### src/rtl/fade_pkg.sv
// Shared types and helpers for the LED fade engine: default sizes, sweep FSM
// states, channel index type and the perceptual gamma map used under FADE_GAMMA_EN.
package fade_pkg;

  localparam int NCH_DEF = 8;
  localparam int W_DEF   = 8;

  typedef enum logic {
    IDLE  = 1'b0,
    SWEEP = 1'b1
  } fade_state_e;

  typedef logic [$clog2(NCH_DEF)-1:0] ch_idx_t;

  // Quadratic map (c*c)>>W, keeping any nonzero input visibly lit.
  function automatic logic [W_DEF-1:0] gamma_map(input logic [W_DEF-1:0] c);
    logic [2*W_DEF-1:0] prod;
    logic [W_DEF-1:0]   g;
    prod = c * c;
    g    = prod[2*W_DEF-1:W_DEF];
    if ((c != '0) && (g == '0)) begin
      g = {{(W_DEF-1){1'b0}}, 1'b1};
    end
    return g;
  endfunction

endpackage

### src/rtl/fade_step.sv
// Combinational saturating step: moves cur toward tgt by at most step,
// never overshooting tgt and never wrapping outside 0..2^W-1.
module fade_step
  import fade_pkg::*;
#(
  parameter int W = W_DEF
) (
  input  logic [W-1:0] cur,
  input  logic [W-1:0] tgt,
  input  logic [W-1:0] step,
  output logic [W-1:0] next_cur
);

  logic        [W:0] up_sum;
  logic signed [W:0] dn_dif;

  assign up_sum = {1'b0, cur} + {1'b0, step};
  assign dn_dif = $signed({1'b0, cur}) - $signed({1'b0, step});

  always_comb begin
    next_cur = cur;
    if (cur < tgt) begin
      next_cur = (up_sum >= {1'b0, tgt}) ? tgt : up_sum[W-1:0];
    end else if (cur > tgt) begin
      next_cur = (dn_dif <= $signed({1'b0, tgt})) ? tgt : dn_dif[W-1:0];
    end
  end

endmodule

### src/rtl/led_fade_engine.sv
// Per-channel brightness fader: a prescaler tick launches a sweep that steps one
// channel per clock through a shared fade_step unit. FADE_GAMMA_EN adds a gamma stage.
module led_fade_engine
  import fade_pkg::*;
#(
  parameter int NCH   = NCH_DEF,
  parameter int W     = W_DEF,
  parameter int DIV_W = 16
) (
  input  logic                     clk,
  input  logic                     rst_n,
  input  logic                     wr_en,
  input  logic                     wr_snap,
  input  logic [$clog2(NCH)-1:0]   wr_ch,
  input  logic [W-1:0]             wr_data,
  input  logic [DIV_W-1:0]         tick_div,
  input  logic [W-1:0]             step,
  output logic [NCH*W-1:0]         level_out,
  output logic                     busy,
  output logic                     settled,
  output logic                     overrun
);

  localparam int CW = $clog2(NCH);
  localparam logic [CW-1:0] LAST_CH = CW'(NCH - 1);

  logic [W-1:0]     tgt_q [NCH];
  logic [W-1:0]     tgt_d [NCH];
  logic [W-1:0]     cur_q [NCH];
  logic [W-1:0]     cur_d [NCH];
  logic [DIV_W-1:0] presc_q, presc_d;
  fade_state_e      state_q, state_d;
  logic [CW-1:0]    idx_q, idx_d;
  logic             overrun_q, overrun_d;
  logic             tick;
  logic [W-1:0]     step_cur;

  assign tick    = (presc_q == tick_div);
  assign presc_d = tick ? '0 : presc_q + DIV_W'(1);

  fade_step #(.W(W)) u_step (
    .cur      (cur_q[idx_q]),
    .tgt      (tgt_q[idx_q]),
    .step     (step),
    .next_cur (step_cur)
  );

  // A tick on the final sweep cycle chains straight into the next sweep, so
  // tick_div >= NCH-1 never overruns.
  always_comb begin
    state_d   = state_q;
    idx_d     = idx_q;
    overrun_d = overrun_q;
    case (state_q)
      IDLE: begin
        if (tick) begin
          state_d = SWEEP;
          idx_d   = '0;
        end
      end
      SWEEP: begin
        if (idx_q == LAST_CH) begin
          idx_d = '0;
          if (!tick) begin
            state_d = IDLE;
          end
        end else begin
          idx_d = idx_q + CW'(1);
          if (tick) begin
            overrun_d = 1'b1;
          end
        end
      end
      default: state_d = IDLE;
    endcase
  end

  // Sweep reads the pre-write target; a snap overrides the sweep result.
  always_comb begin
    tgt_d = tgt_q;
    cur_d = cur_q;
    if (state_q == SWEEP) begin
      cur_d[idx_q] = step_cur;
    end
    if (wr_en) begin
      tgt_d[wr_ch] = wr_data;
      if (wr_snap) begin
        cur_d[wr_ch] = wr_data;
      end
    end
  end

  always_ff @(posedge clk or negedge rst_n) begin
    if (!rst_n) begin
      for (int i = 0; i < NCH; i++) begin
        tgt_q[i] <= '0;
        cur_q[i] <= '0;
      end
      presc_q   <= '0;
      state_q   <= IDLE;
      idx_q     <= '0;
      overrun_q <= 1'b0;
    end else begin
      tgt_q     <= tgt_d;
      cur_q     <= cur_d;
      presc_q   <= presc_d;
      state_q   <= state_d;
      idx_q     <= idx_d;
      overrun_q <= overrun_d;
    end
  end

  always_comb begin
    settled = 1'b1;
    for (int i = 0; i < NCH; i++) begin
      settled = settled & (cur_q[i] == tgt_q[i]);
    end
  end

  assign busy    = (state_q == SWEEP);
  assign overrun = overrun_q;

`ifdef FADE_GAMMA_EN
  logic [W-1:0] lvl_q [NCH];
  logic [W-1:0] lvl_d [NCH];

  always_comb begin
    for (int i = 0; i < NCH; i++) begin
      lvl_d[i] = gamma_map(cur_q[i]);
    end
  end

  always_ff @(posedge clk or negedge rst_n) begin
    if (!rst_n) begin
      for (int i = 0; i < NCH; i++) begin
        lvl_q[i] <= '0;
      end
    end else begin
      lvl_q <= lvl_d;
    end
  end

  always_comb begin
    for (int i = 0; i < NCH; i++) begin
      level_out[i*W +: W] = lvl_q[i];
    end
  end
`else
  always_comb begin
    for (int i = 0; i < NCH; i++) begin
      level_out[i*W +: W] = cur_q[i];
    end
  end
`endif

endmodule
### config.mk
export PLATFORM = sky130hd
export DESIGN_NAME = led_fade_engine
export DESIGN_NICKNAME = d
export VERILOG_FILES = /design/src/rtl/fade_pkg.sv /design/src/rtl/fade_step.sv /design/src/rtl/led_fade_engine.sv
export SDC_FILE = /design/constraint.sdc
export NUM_CORES = 1
export LEC_CHECK = 0
export ABC_CLOCK_PERIOD_IN_PS = 5100
export CORE_AREA = 2 2 159 122
export CTS_BUF_LIST = sky130_fd_sc_hd__clkbuf_4 sky130_fd_sc_hd__clkbuf_8 sky130_fd_sc_hd__clkbuf_16
export DETAILED_ROUTE_END_ITERATION = 8
export DIE_AREA = 0 0 161 124
export GPL_ROUTABILITY_DRIVEN = 0
export PLACE_DENSITY = 0.77
export RECOVER_POWER = 100
export SETUP_SLACK_MARGIN = 0.4
export SLEW_MARGIN = 20
export SYNTH_ARGS = -nofsm -noshare
export SYNTH_HDL_FRONTEND = slang
export SYNTH_SLANG_ARGS = --single-unit
export TNS_END_PERCENT = 100
### constraint.sdc
create_clock -name clk -period 5.1 [get_ports clk]
set_input_delay 1.02 -clock clk [delete_from_list [all_inputs] [get_ports clk]]
set_output_delay 1.02 -clock clk [all_outputs]
set_load 0.05 [all_outputs]
Word-level counts from Yosys, hierarchy flattened
Index checks and enable logic that the tools add are counted.
{"block": "op_classes", "addsub": 4, "n_mul": 0, "div_mod_pow": 0, "order_cmp": 8, "eq_ne": 11, "n_shift": 0, "muxes": 27, "n_bitwise": 11, "reduce_logical": 3}
{"cell": "bitwise mux 64 bit", "n": 3}
{"cell": "two-way mux 64 bit", "n": 3}
{"cell": "two-way mux 8 bit", "n": 10}
{"cell": "== test 8 bit", "n": 8}
{"cell": "binary-select mux 8 bit (select 3 bit)", "n": 2}
{"cell": "demux 8 bit (select 3 bit)", "n": 2}
{"cell": "adder 16 x 1 -> 16 bit (second input constant)", "n": 1}
{"cell": "== test 16 bit", "n": 1}
{"cell": "two-way mux 16 bit", "n": 1}
{"cell": "adder 8 x 8 -> 9 bit", "n": 1}
{"cell": ">= comparator 9 x 8 -> 1 bit", "n": 1}
{"cell": "less-or-equal comparator 9 bit", "n": 1}
{"cell": "subtractor 8 x 8 -> 9 bit", "n": 1}
{"cell": ">= comparator 4 bit (second input constant)", "n": 2}
{"cell": "greater-than comparator 8 bit", "n": 1}
{"cell": "less-than comparator 4 x 1 -> 1 bit (second input constant)", "n": 2}
{"cell": "less-than comparator 8 bit", "n": 1}
{"cell": "inverter 3 -> 4 bit", "n": 2}
{"cell": "bitwise AND 1 bit", "n": 7}
{"cell": "two-way mux 3 bit", "n": 2}
{"cell": "one-hot mux 3 bit (2 select lines)", "n": 1}
{"cell": "adder 3 x 1 -> 3 bit (second input constant)", "n": 1}
{"cell": "== test 3 bit (second input constant)", "n": 1}
{"cell": "AND reduction 3 bit", "n": 1}
{"cell": "other kinds (5)", "n": 8}
{"block": "totals", "reg_bits": 149, "latchBits": 0, "mem_bits_rw": 0, "romBits": 0, "out_inout_bits": 67, "wordCells": 84, "memories": 0}

Longest topological paths before layout
Gate-level depths: netlist of the first run.
{"block": "depth", "depth_word": 14, "depth_mapped": 23}

Cells and area by module
From an unflattened synthesis of the first run, not the netlist that was laid out.
{"block": "hier_totals", "cells_unflattened": 931, "hier_area_um2": 10082.2}
{"mod": "led_fade_engine", "n_inst": 1, "cells_per_inst": 711, "area_per_inst_um2": 8446.9, "seq_area_each_um2": 3728.6}
{"mod": "fade_step", "n_inst": 1, "cells_per_inst": 220, "area_per_inst_um2": 1635.3, "seq_area_each_um2": 0.0}

Worst setup path after synthesis of the first run
No wires, ideal clock.
{"block": "synth_timing", "kind": "flip-flop to flip-flop", "from": "register idx_q[2]", "to": "register cur_q (netlist bit level_out[10])", "setup_ns": 0.151, "arrival_time_ns": 4.451, "setup_slack_ns": 0.498, "stages_incl_launch_ff": 20, "path_buffers": 5, "period_less_slack_ns": 4.602, "path_cell_list": "dfrtp_1 buf_4 buf_6 buf_2 buf_4 o221ai_1 ha_1 nand2b_1 a221o_1 nor4b_1 or3_1 nand2_1 ha_1 nand3_1 or4_4 o211a_1 buf_6 mux2i_1 o22ai_1 a211oi_1"}
{"element": "start: declaration", "line_no": "led_fade_engine.sv:33", "rtl": "logic [CW-1:0] idx_q, idx_d;"}
{"element": "start signal: assignment", "line_no": "led_fade_engine.sv:108", "rtl": "idx_q <= idx_d;"}
{"element": "end signal: assignment", "line_no": "led_fade_engine.sv:105", "rtl": "cur_q <= cur_d;"}
{"element": "end: declaration", "line_no": "led_fade_engine.sv:29", "rtl": "logic [W-1:0] cur_q [NCH];"}

==> impl_metrics.py, run 1 <==
metrics = {
    "pwr": {
        "p_int_w": 0.00340,
        "p_sw_frac": 0.446,
        "power_switching_w": 0.00274,
        "ir_drop_uv": 276,
        "p_comb_frac": 0.503,
        "p_leak_nw": 5.62,
        "power.density_nw_per_um2": 474,
        "power_frac_seq": 0.293,
        "clkPwrFrac": 0.204,
    },
    "synthesis": {
        "syn_area_um2": 10200,
        "yosysTopAreaCell": "dfrtp_1",
        "postSynthAreaPerCell_um2": 9.76,
        "ys_seq_elements": 149,
        "synth_common_cells": "dfrtp_1, nor2_1, xor2_1",
        "async_reset_ff_frac": 1.00,
        "synth_ff_type": "dfrtp_1",
        "synth_enable_flop_cells": 0,
        "synth_top_area_share": 0.367,
        "synthesis.nets": 1126,
        "yosysSeqAreaShare": 0.367,
        "synthTopCellsByArea": "dfrtp_1, mux2_2, xor2_1",
        "synth_cells": 1041,
        "yosys.cell_types.count": 72,
        "yosysWarnings": 0,
        "synth.most_common_cell": "dfrtp_1",
    },
    "sta": {
        "worst-slew-pin-transition_ps": 2500,
        "max_freq_mhz": 203,
        "finalSetupViolations": 0,
        "report.final.slew_viol_count": 87,
        "min_period_ps": 4930,
        "finalSetupTns_ps": 0,
        "finClkSkew_ps": 8.99,
        "hold_violations": 0,
        "min_period_over_period": 0.967,
        "rsz0062_at_grt": "yes",
        "worst_slack_ps": 169,
        "slew_headroom": -0.665,
    },
    "critical_path": {
        "reg2regPathDepth": 22,
        "arrival_ps": 5270,
        "worst-setup-path-type": "flop to flop",
        "required_ps": 5440,
        "rrSetupSlack_ps": 170,
        "end_kind": "flop",
        "r2r_start": "idx_q[2]$_DFFE_PN0P_",
        "timing.rr.end": "level_out[10]$_DFF_PN0_",
        "critPathMaxFanout": 16,
        "startpoint_type": "flop",
    },
    "hold_path": {
        "hold_depth": 1,
        "hp-class": "flop to flop",
        "hold_path.startpoint": "overrun$_DFFE_PN0P_",
        "hold_end": "overrun$_DFFE_PN0P_",
    },
    "global_route": {
        "grt_pass1_vias": 9390,
        "grt_max_degree": 77,
        "grt_overflow": 0,
        "antenna_found_initial": 0,
        "gr-usage-all-layers": 0.362,
        "grt_pass1_wl_mm": 54.2,
    },
    "final_layout": {
        "nets": 1276,
        "num_antenna_cells": 0,
        "final_util": 0.707,
        "drive_above_1_share": 0.236,
        "syn_to_final_growth_pct": 27.3,
    },
    "detailed_routing": {
        "wire_per_inst_um": 25.5,
        "vias_per_cell": 6.93,
        "dr_total_vias": 10100,
        "met3WireLength_mm": 6.01,
        "met1_length_mm": 14.3,
        "dr_wl_met2_mm": 15.0,
        "firstDrtPassIters": 9,
        "ant_nets": 0,
        "top_layer": "met4",
        "first_iter_violations": 1695,
        "drt_wl_total_mm": 37.0,
        "drc_errors": 2,
    },
    "clock_tree": {
        "htree_levels": 4,
        "cts_tree": "done",
        "clock-sinks": 149,
        "clk_latency_ps": 430,
        "clockBufferDepth": 2,
        "path_clk_slew_ps": 70,
        "clockRootBuffer": "clkbuf_16",
        "cts_buffers": 17,
    },
    "floorplan": {
        "dieArea_um2": 20000,
        "ios": 106,
        "core_um2": 18300,
        "dieWidth_um": 161,
        "initial_core_util": 0.556,
        "rows": 43,
        "die_y_um": 124,
    },
    "outcome": {
        "failed_checks": "DRC, capacitance limit, slew limit",
        "status": "finished, violations left",
    },
    "placed_design": {
        "place_ws_ps": 23.6,
        "dp_hpwl_mm": 26.3,
        "io_buffers": 105,
    },
    "flow_run": {
        "maxCapViolCount": 3,
    },
}
==> registers in the layout, indices dropped and copies added, names as in the netlist <==
name       count
idx_q          3
presc_q       16
busy           1
level_out     64
tgt_q         64
overrun        1
==> layout make-up <==
cell class	instances	area, um^2
inverter	27	105
fill	1318	5350
sequential	149	3740
clock buffer	22	482
timing repair buffer	184	1740
clock inverter	10	98.8
tap	247	309
multi-input combinational	812	6470
==> worst max path at each step <==
| stage | from | endpoint | slack (ps) | cells past startpoint |
|---|---|---|---|---|
| floorplan | idx_q[2]$_DFFE_PN0P_ | level_out[10]$_DFF_PN0_ | 500 | 19 |
| global placement | step[1] | level_out[35]$_DFF_PN0_ | 100 | 16 |
| detailed placement | step[0] | level_out[35]$_DFF_PN0_ | 20 | 15 |
| CTS | idx_q[1]$_DFFE_PN0P_ | level_out[35]$_DFF_PN0_ | 400 | 18 |
| global route | idx_q[2]$_DFFE_PN0P_ | level_out[26]$_DFF_PN0_ | 50 | 22 |
| finish | idx_q[2]$_DFFE_PN0P_ | level_out[10]$_DFF_PN0_ | 170 | 22 |
==> metrics by stage <==
step / total power (W) / hold WS (ps) / cell area [um^2] / std cells
2_1_floorplan: 0.00349 / 490 / 10200 / 1041
3_3_place_gp: 0.00434 / 458 / 11600 / 1385
3_5_place_dp: 0.00439 / 457 / 11600 / 1385
4_1_cts: 0.00576 / 477 / 12500 / 1432
5_1_grt: 0.00634 / 484 / 12900 / 1451
6_report: 0.00614 / 468 / 12900 / 1451
==> worst max-delay path, cell delays in order (launching register included) <==
cell	delay (ps)
dfrtp_2	490
buf_4	170
buf_12	150
mux2i_1	120
nor2_1	130
a31oi_2	80
o221ai_2	320
buf_4	190
ha_1	290
inv_1	130
a22oi_2	270
buf_4	160
xnor2_1	170
ha_1	310
a21oi_1	180
o21ai_0	90
a21oi_1	180
o211a_1	440
buf_6	180
mux2i_1	180
o22ai_1	90
clkbuf_2	230
a211oi_1	250
==> power groups by stage <==
stage	logic [W]	clock network, W	registers (W)
floorplan	0.00142	0	0.00206
global placement	0.00255	0	0.00178
detailed placement	0.00260	0	0.00179
CTS	0.00274	0.00124	0.00177
global route	0.00323	0.00130	0.00181
finish	0.00309	0.00125	0.00180
==> layer usage <==
layer  GRT usage  vias to the layer above
met5           0                        -
met4       0.136                        0
met3       0.151                      181
met2       0.518                      922
met1       0.489                     4807
li1            -                     4142
==> logic make-up (layout without fill, tap and decap cells) <==
| logic type | Yosys count | after routing | synth area share |
|---|---|---|---|
| flops | 149 | 149 | 0.367 |
| simple gates | 321 | 321 | 0.156 |
| mux | 107 | 107 | 0.118 |
| compound gates | 233 | 234 | 0.171 |
| buf+inv | 81 | 243 | 0.0399 |
| fa+ha+maj | 46 | 46 | 0.0581 |
| xor+xnor | 104 | 104 | 0.0896 |
==> cells in the final DEF, fill, tap and decap left out, drive strengths merged, types with 5 or more instances in the layout <==
cell | synthesis | routed
nand2b | 12 | 12
buf | 34 | 72
nor4 | 21 | 21
dlygate4sd3 | 0 | 71
a21oi | 54 | 54
nor2b | 7 | 7
o21ai | 25 | 25
and3 | 20 | 20
clkdlybuf4s50 | 0 | 33
or2 | 5 | 5
nand2 | 48 | 48
nand4 | 20 | 20
a211o | 6 | 6
a31oi | 5 | 5
mux2 | 76 | 76
o211ai | 13 | 13
mux2i | 29 | 29
a21o | 7 | 7
nor3 | 36 | 36
a221oi | 9 | 9
o21a | 5 | 5
nand3 | 31 | 31
a22oi | 10 | 10
o2bb2ai | 5 | 5
or3 | 10 | 10
xnor2 | 27 | 27
dfrtp | 149 | 149
clkinvlp | 0 | 6
clkbuf | 20 | 30
a211oi | 39 | 40
o22ai | 16 | 16
ha | 44 | 44
o221ai | 13 | 13
inv | 27 | 27
nor2 | 101 | 101
xor2 | 77 | 77
==> timing repair <==
action | 4_1_cts | 5_1_grt
resized for setup | 26 | 71
cloned | 1 | 0
pin swaps | 12 | 32
setup buffers | 14 | 19
endpoints found under the setup margin | 64 | 64
hold buffers | 0 | 0
Note: power is estimated with default switching activity, not from simulation.
==> inputs of run 2 (changes only) <==
--- a/config.mk
+++ b/config.mk
@@ -11,10 +11,10 @@
 export DETAILED_ROUTE_END_ITERATION = 8
 export DIE_AREA = 0 0 161 124
 export GPL_ROUTABILITY_DRIVEN = 0
+export MAX_ROUTING_LAYER = met4
 export PLACE_DENSITY = 0.77
 export RECOVER_POWER = 100
 export SETUP_SLACK_MARGIN = 0.4
-export SLEW_MARGIN = 20
 export SYNTH_ARGS = -nofsm -noshare
 export SYNTH_HDL_FRONTEND = slang
 export SYNTH_SLANG_ARGS = --single-unit
==> run 2 against run 1 <==
Effect of this change: the flow finishes with violations (capacitance limit, slew limit); utilization decreased by 0.66 points; count of clock-buffer cells in the layout unchanged; clock skew decreased by 1.2 ps; critical path type unchanged.
==> impl_metrics.py, run 2 (synthesized netlist as in run 1, its figures left out) <==
metrics = {
    "pwr": {
        "clkPwrFrac": 0.207,
        "power.density_nw_per_um2": 472,
        "power_frac_seq": 0.297,
        "p_sw_frac": 0.446,
        "p_comb_frac": 0.496,
        "p_leak_nw": 5.57,
        "ir_drop_uv": 232,
        "p_int_w": 0.00335,
        "power_switching_w": 0.00270,
    },
    "sta": {
        "min_period_over_period": 0.931,
        "finalSetupViolations": 0,
        "max_freq_mhz": 211,
        "hold_violations": 0,
        "report.final.slew_viol_count": 87,
        "slew_headroom": -0.658,
        "rsz0062_at_grt": "yes",
        "min_period_ps": 4750,
        "finalSetupTns_ps": 0,
        "finClkSkew_ps": 7.78,
        "worst-slew-pin-transition_ps": 2490,
    },
    "flow_run": {
        "maxCapViolCount": 3,
    },
    "critical_path": {
        "required_ps": 5390,
        "arrival_ps": 5040,
        "end_kind": "flop",
        "crit_top_cell": "a211oi_4",
        "critPathMaxFanout": 8,
        "cp_slowest_cell": "fa_1",
        "cp_top_family": "compound AO/OA/AOI/OAI gates",
        "cp-startpoint": "idx_q[2]$_DFFE_PN0P_",
        "r2r_start": "idx_q[2]$_DFFE_PN0P_",
        "startpoint_type": "flop",
        "critPathBufInv": 5,
        "crit_chain": "buf_6 -> buf_4 -> a31oi_1 -> o21ai_1 -> a22oi_2 -> buf_4 -> ha_4 -> inv_2 -> fa_1 -> a211oi_4 -> o21bai_1 -> a21oi_1 -> xnor2_1 -> ha_1 -> o211a_1 -> a211oi_4 -> a211oi_4 -> nand2_2 -> buf_6 -> o211ai_1 -> a22o_2 -> o221ai_1",
        "max_stage_delay_ps": 450,
        "worst-setup-path-type": "flop to flop",
        "rrSetupSlack_ps": 350,
    },
    "global_route": {
        "grt_pass1_vias": 9396,
        "grt_pass1_wl_mm": 54.3,
        "gr-usage-all-layers": 0.372,
        "grt_overflow": 0,
        "antenna_found_initial": 0,
        "grt_max_degree": 77,
    },
    "final_layout": {
        "final_area_um2": 12800,
        "num_antenna_cells": 0,
        "layout_commonest_cell": "dfrtp_1",
        "syn_to_final_growth_pct": 26.2,
        "layout_common_cells": "dfrtp_1, nor2_1, xor2_1, mux2_2, dlygate4sd3_1",
        "nets": 1271,
        "drive_above_1_share": 0.219,
    },
    "detailed_routing": {
        "drt_wl_total_mm": 37.1,
        "vias_per_cell": 6.92,
        "first_iter_violations": 1743,
        "firstDrtPassIters": 7,
        "wire_per_inst_um": 25.7,
        "ant_nets": 0,
        "drc_errors": 0,
        "dr_total_vias": 10000,
    },
    "clock_tree": {
        "cts_buffers": 17,
        "htree_levels": 4,
        "clock-sinks": 149,
        "clockRootBuffer": "clkbuf_16",
        "path_clk_slew_ps": 60,
        "clockBufferDepth": 2,
        "clk_latency_ps": 430,
        "cts_tree": "done",
    },
    "floorplan": {
        "rows": 43,
        "initial_core_util": 0.556,
        "ios": 106,
        "die_y_um": 124,
        "core_um2": 18300,
        "dieArea_um2": 20000,
        "dieWidth_um": 161,
    },
    "outcome": {
        "failed_checks": "capacitance limit, slew limit",
        "status": "finished, violations left",
    },
    "placed_design": {
        "dp_hpwl_mm": 26.3,
        "placed_area_um2": 11600,
        "io_buffers": 105,
    },
    "hold_path": {
        "hp-class": "flop to flop",
        "hold_path.startpoint": "overrun$_DFFE_PN0P_",
    },
}
[run 2: cell type report]
cell class	count	area, um^2
clock buffers	22	482
multi-input cells	812	6380
clock inverters	10	98.8
inverters	27	105
flip-flops and latches	149	3740
fillers	1353	5470
well taps	247	309
repair buffers	179	1700
[run 2: what timing repair did]
action | in CTS | in global routing
pin swaps | 12 | 34
buffers inserted | 14 | 14
gates cloned | 1 | 0
setup endpoints to repair | 64 | 64
hold buffers | 0 | 0
gates resized for setup | 26 | 66
[run 2: power groups by stage]
stage	sequential, W	combinational [W]	clock (W)
floorplan	0.00206	0.00142	0
global placement	0.00178	0.00255	0
detailed placement	0.00179	0.00260	0
CTS	0.00177	0.00274	0.00124
global route	0.00181	0.00315	0.00130
finish	0.00180	0.00300	0.00125
[run 2: path summary, 6_finish.rpt]
kind,end,depth (start not counted)
setup / recovery,level_out[43]$_DFF_PN0_,22
hold / removal,overrun$_DFFE_PN0P_,1
setup reg to reg,level_out[43]$_DFF_PN0_,22
hold reg to reg,overrun$_DFFE_PN0P_,1
max in group asynchronous,tgt_q[58]$_DFFE_PN0P_,2
min in group asynchronous,level_out[41]$_DFF_PN0_,1
[run 2: stage by stage]
stage / std cells / worst slack [ps] / hold WS [ps] / total power, W / utilization
4_1_cts: 1432 / 396 / 477 / 0.00576 / 0.681
3_5_place_dp: 1385 / 23.6 / 457 / 0.00439 / 0.635
6_report: 1446 / 350 / 467 / 0.00605 / 0.701
2_1_floorplan: 1041 / 498 / 490 / 0.00349 / -
3_3_place_gp: 1385 / 95.1 / 458 / 0.00434 / 0.635
5_1_grt: 1446 / 167 / 485 / 0.00625 / 0.701
[run 2: layer usage]
metal	wire length [um]	track usage	vias to the layer above
li1	-	-	4132
met1	14600	0.496	4749
met2	14900	0.518	904
met3	5700	0.144	221
met4	1880	0.128	0
met5	0	-	-
